$ cat src/rtl/ccff_chain_ctrl.sv
// Configuration-chain sequencer: serializes host words onto a ccff chain and
// performs non-destructive readback by recirculating ccff_tail into ccff_head.
module ccff_chain_ctrl #(
    parameter int CHAIN_LEN = 40,
    parameter int WORD_W    = 8,
    parameter int CNT_W     = $clog2(CHAIN_LEN + 1)
) (
    input  logic              prog_clk,
    input  logic              pReset,
    input  logic              cmd_valid,
    input  logic              cmd_op,
    output logic              cmd_ready,
    input  logic              abort,
    input  logic              wr_valid,
    output logic              wr_ready,
    input  logic [WORD_W-1:0] wr_data,
    output logic              rd_valid,
    input  logic              rd_ready,
    output logic [WORD_W-1:0] rd_data,
    output logic              ccff_head,
    output logic              ccff_shift_en,
    input  logic              ccff_tail,
    output logic              busy,
    output logic              done
);
    localparam int WB_W = $clog2(WORD_W + 1);

    typedef enum logic [2:0] {
        S_IDLE,
        S_FETCH,
        S_SHIFT,
        S_CAPT,
        S_PUSH
    } state_t;

    state_t            r_state;
    logic [CNT_W-1:0]  r_bit_cnt;
    logic [WB_W-1:0]   r_word_bits;
    logic [WORD_W-1:0] r_wsr;
    logic [WORD_W-1:0] r_rsr;
    logic              r_done;

    logic [CNT_W-1:0]  w_bit_nxt;
    logic [CNT_W-1:0]  w_remain;
    logic [WB_W-1:0]   w_load;
    logic              w_last_bit;

    always_comb begin
        w_bit_nxt  = r_bit_cnt + CNT_W'(1);
        w_remain   = CNT_W'(CHAIN_LEN) - r_bit_cnt;
        w_load     = (32'(w_remain) < 32'(WORD_W)) ? WB_W'(w_remain) : WB_W'(WORD_W);
        w_last_bit = (w_bit_nxt == CNT_W'(CHAIN_LEN));
    end

    always_ff @(posedge prog_clk or posedge pReset) begin
        if (pReset) begin
            r_state     <= S_IDLE;
            r_bit_cnt   <= '0;
            r_word_bits <= '0;
            r_wsr       <= '0;
            r_rsr       <= '0;
            r_done      <= 1'b0;
        end else begin
            r_done <= 1'b0;
            if (abort && (r_state != S_IDLE)) begin
                r_state <= S_IDLE;
            end else begin
                case (r_state)
                    S_IDLE: begin
                        if (cmd_valid) begin
                            r_bit_cnt   <= '0;
                            r_word_bits <= '0;
                            r_rsr       <= '0;
                            r_state     <= cmd_op ? S_CAPT : S_FETCH;
                        end
                    end
                    S_FETCH: begin
                        if (wr_valid) begin
                            r_wsr       <= wr_data;
                            r_word_bits <= w_load;
                            r_state     <= S_SHIFT;
                        end
                    end
                    S_SHIFT: begin
                        r_wsr       <= r_wsr >> 1;
                        r_bit_cnt   <= w_bit_nxt;
                        r_word_bits <= r_word_bits - WB_W'(1);
                        if (r_word_bits == WB_W'(1)) begin
                            if (w_last_bit) begin
                                r_done  <= 1'b1;
                                r_state <= S_IDLE;
                            end else begin
                                r_state <= S_FETCH;
                            end
                        end
                    end
                    S_CAPT: begin
                        // r_word_bits counts up here: it is the fill position of the readback word
                        for (int unsigned i = 0; i < WORD_W; i++) begin
                            if (WB_W'(i) == r_word_bits) begin
                                r_rsr[i] <= ccff_tail;
                            end
                        end
                        r_bit_cnt   <= w_bit_nxt;
                        r_word_bits <= r_word_bits + WB_W'(1);
                        if ((r_word_bits == WB_W'(WORD_W - 1)) || w_last_bit) begin
                            r_state <= S_PUSH;
                        end
                    end
                    S_PUSH: begin
                        if (rd_ready) begin
                            if (r_bit_cnt == CNT_W'(CHAIN_LEN)) begin
                                r_done  <= 1'b1;
                                r_state <= S_IDLE;
                            end else begin
                                r_rsr       <= '0;
                                r_word_bits <= '0;
                                r_state     <= S_CAPT;
                            end
                        end
                    end
                    default: r_state <= S_IDLE;
                endcase
            end
        end
    end

    assign cmd_ready     = (r_state == S_IDLE);
    assign busy          = (r_state != S_IDLE);
    assign wr_ready      = (r_state == S_FETCH);
    assign rd_valid      = (r_state == S_PUSH);
    assign rd_data       = r_rsr;
    assign done          = r_done;
    assign ccff_shift_en = (r_state == S_SHIFT) || (r_state == S_CAPT);
    assign ccff_head     = (r_state == S_SHIFT) ? r_wsr[0] :
                           (r_state == S_CAPT)  ? ccff_tail : 1'b0;

endmodule

$ cat config.mk
export PLATFORM = sky130hd
export DESIGN_NAME = ccff_chain_ctrl
export DESIGN_NICKNAME = d
export VERILOG_FILES = /design/src/rtl/ccff_chain_ctrl.sv
export SDC_FILE = /design/constraint.sdc
export NUM_CORES = 1
export LEC_CHECK = 0
export ABC_AREA = 1
export BUFFER_PORTS_ARGS = -buffer_cell sky130_fd_sc_hd__buf_2
export CORE_UTILIZATION = 50
export DETAILED_ROUTE_END_ITERATION = 8
export GPL_ROUTABILITY_DRIVEN = 0
export PLACE_DENSITY = 0.72
export SLEW_MARGIN = 30
export SYNTH_ARGS = -nofsm -noshare
export SYNTH_HDL_FRONTEND = slang
export SYNTH_SLANG_ARGS = --single-unit
$ cat constraint.sdc
create_clock -name prog_clk -period 2.75 [get_ports prog_clk]
set_input_delay 0.4125 -clock prog_clk [delete_from_list [all_inputs] [get_ports prog_clk]]
set_output_delay 0.4125 -clock prog_clk [all_outputs]
set_load 0.01 [all_outputs]
==> reports/metrics.yaml <==
placement:
  pre_cts_ws_ns: 0.679
  hpwl_mm: 3.17
  portBuffers: 30
  dp_cells: 342
  place_area_um2: 2130
sta:
  setup_tns_ns: 0
  skew_ns: 0.00260
  hold_viol: 0
  worstMarginPinSlew_ns: 0.502
  drv_slew: 0
  setup_viol: 0
  min_period_ns: 2.41
  fmax_ghz: 0.415
  maxSlewHeadroom_pct: 66.5
  min_period_over_period_pct: 87.5
  rsz0062_at_grt: "no"
  setup_slack_ns: 0.343
critical_path:
  r2r_cells: 8
  r2r_slack_ns: 0.91
  r2r-end: "rd_data[3]$_DFFE_PP0P_"
  endpoint_kind: "primary output"
  critPathKind: "flip-flop to primary output"
  path_max_fanout: 15
  crit_required_ns: 2.34
  cp-start-kind: "flip-flop"
  crit_arrival_ns: 1.99
  worst_r2r_startpoint: "r_state[2]$_DFFE_PP0P_"
die:
  initial_core_util_pct: 52.6
  pin_count: 31
  dieHeight_um: 64.3
  num_rows: 22
  die_w_um: 64.3
  dieArea_um2: 4130
  fp.coreArea_um2: 3690
global_route:
  first_global_vias: 1708
  grt_max_degree: 31
  grt_pass1_wl_mm: 7.47
  grt.total_usage_pct: 23.6
  overflow: 0
  antenna_found_initial: 0
synthesis:
  syn_nets: 289
  ys_types: 28
  ys_warn_count: 0
  netlist.area_leader.share_pct: 38.7
  synth_area_leaders: "dfrtp_1, nand2_1, nand3_1, inv_1, o21ai_0"
  netlist_area_um2: 1940
  yosys.area.top_type: "dfrtp_1"
  ys_seq_area_share_pct: 38.7
  synthCells: 267
  syn-mean-instance-area_um2: 7.26
  synth-seq-cells: 30
job:
  max-cap-violations: 0
clocking:
  cts_hold_repair.buffers: 0
  clock-sinks: 30
  cts_max_path_buffers: 2
  clock_latency_ns: 0.28
  postCtsSetupRepairBufs: 0
  cts_resized: 0
  cts_root_buf: "clkbuf_8"
  cts-buffers-inserted: 5
  clk_pin_slew_worst_paths_ns: 0.06
  htreeDepth: 2
  cts_tree: "built"
drt:
  antenna_left: 0
  vias: 1843
  drt_iter0_drc: 108
  drt_pre_antenna_iters: 4
  wl_per_cell_um: 12.2
  wl_mm: 4.27
  drc: 0
  vias_per_cell: 5.28
cells_and_area:
  drive_gt1_share_pct: 18.6
  n_antenna_cell: 0
  layout.cells.most_common: "nand2_1"
  final_area_um2: 2210
  final_cells: 349
  final_util_pct: 59.9
  finalNetCount: 323
  area_growth_pct: 13.9
  mostFrequentLayoutCells: "nand2_1, inv_1, nand3_1"
power_and_ir_drop:
  power_density_nw_per_um2: 1020
  p_leak_nw: 1.12
  ir_drop_v: 0.000415
outcome:
  status: "finished clean"
hold_path:
  hold_class: "input port to asynchronous set/reset pin"
## per-stage QoR
stage	hold slack, ns	power (W)
after floorplan	0.486	0.00164
after global placement	0.468	0.00190
after detailed placement	0.474	0.00192
after CTS	0.222	0.00226
after global routing	0.238	0.00249
final	0.212	0.00225
## per-layer routing
metal  track usage (%)  part of all wire (%)
met1              31.1                    49
met2              36.6                    45
met3              5.89                   4.4
met4              9.72                   2.1
met5                 0                     0
## worst max-delay path: stages, from the launching register on
cell and delay [ns]:
dfrtp_1 0.41, inv_2 0.13, nand2_2 0.11, nor2_2 0.42, nand2_1 0.33, o21ai_0 0.16
buf_2 0.15
## worst max path at each step
| stage | slack [ns] | from | endpoint |
|---|---|---|---|
| 5_1_grt | 0.16 | r_state[2]$_DFFE_PP0P_ | ccff_head |
| 4_1_cts | 0.36 | r_state[2]$_DFFE_PP0P_ | ccff_head |
| 3_5_place_dp | 0.68 | r_state[2]$_DFFE_PP0P_ | ccff_head |
| 6_report | 0.34 | r_state[2]$_DFFE_PP0P_ | ccff_head |
| 3_3_place_gp | 0.72 | r_state[2]$_DFFE_PP0P_ | ccff_head |
| 2_1_floorplan | 1.09 | r_state[2]$_DFFE_PP0P_ | ccff_head |
## cell families (layout without fill, tap and decap cells)
logic type / Yosys count / in the layout / synth area share (%)
simple gates: 133 / 133 / 31.0
xor+xnor: 3 / 3 / 1.36
fa+ha+maj: 6 / 6 / 3.87
flops: 30 / 30 / 38.7
buf+inv: 44 / 78 / 9.23
compound gates: 51 / 51 / 15.8
## where the power goes
part           total, W  internal (W)  switching [W]
registers      0.000700      0.000592       0.000108
clock network  0.000331      0.000174       0.000157
logic           0.00122      0.000406       0.000811
## flip-flops by register name (all words and copies together), names as in the netlist
| name | cells |
|---|---|
| r_wsr | 8 |
| rd_data | 8 |
| r_bit_cnt | 6 |
| r_word_bits | 4 |
| r_state | 3 |
| done | 1 |
## final cells by class
| class | count | area (µm²) |
|---|---|---|
| clock buffers | 7 | 76.3 |
| fillers | 365 | 1480 |
| inverters | 39 | 146 |
| multi-input cells | 193 | 1010 |
| flip-flops and latches | 30 | 751 |
| well taps | 48 | 60.1 |
| repair buffers | 32 | 165 |
## cells in the mapped netlist
| cell | number |
|---|---|
| buf_6 | 1 |
| o22ai_1 | 3 |
| o21ai_2 | 1 |
| nand4_1 | 5 |
| o211ai_1 | 7 |
| nor3_1 | 2 |
| clkbuf_1 | 1 |
| inv_1 | 34 |
| nor2_2 | 2 |
| nand2_4 | 1 |
| a31oi_1 | 1 |
| xor2_1 | 3 |
| nor2_4 | 2 |
| nand2_2 | 5 |
| o21ai_1 | 4 |
| o21ai_0 | 24 |
| nand2_1 | 67 |
| ha_1 | 6 |
| a22oi_1 | 1 |
| buf_4 | 1 |
| buf_2 | 2 |
| a21oi_4 | 2 |
| dfrtp_1 | 30 |
| nand3_1 | 33 |
| a21oi_1 | 8 |
| nor3_2 | 1 |
| nor2_1 | 15 |
| inv_2 | 5 |
Note: power is estimated with default switching activity, not from simulation.
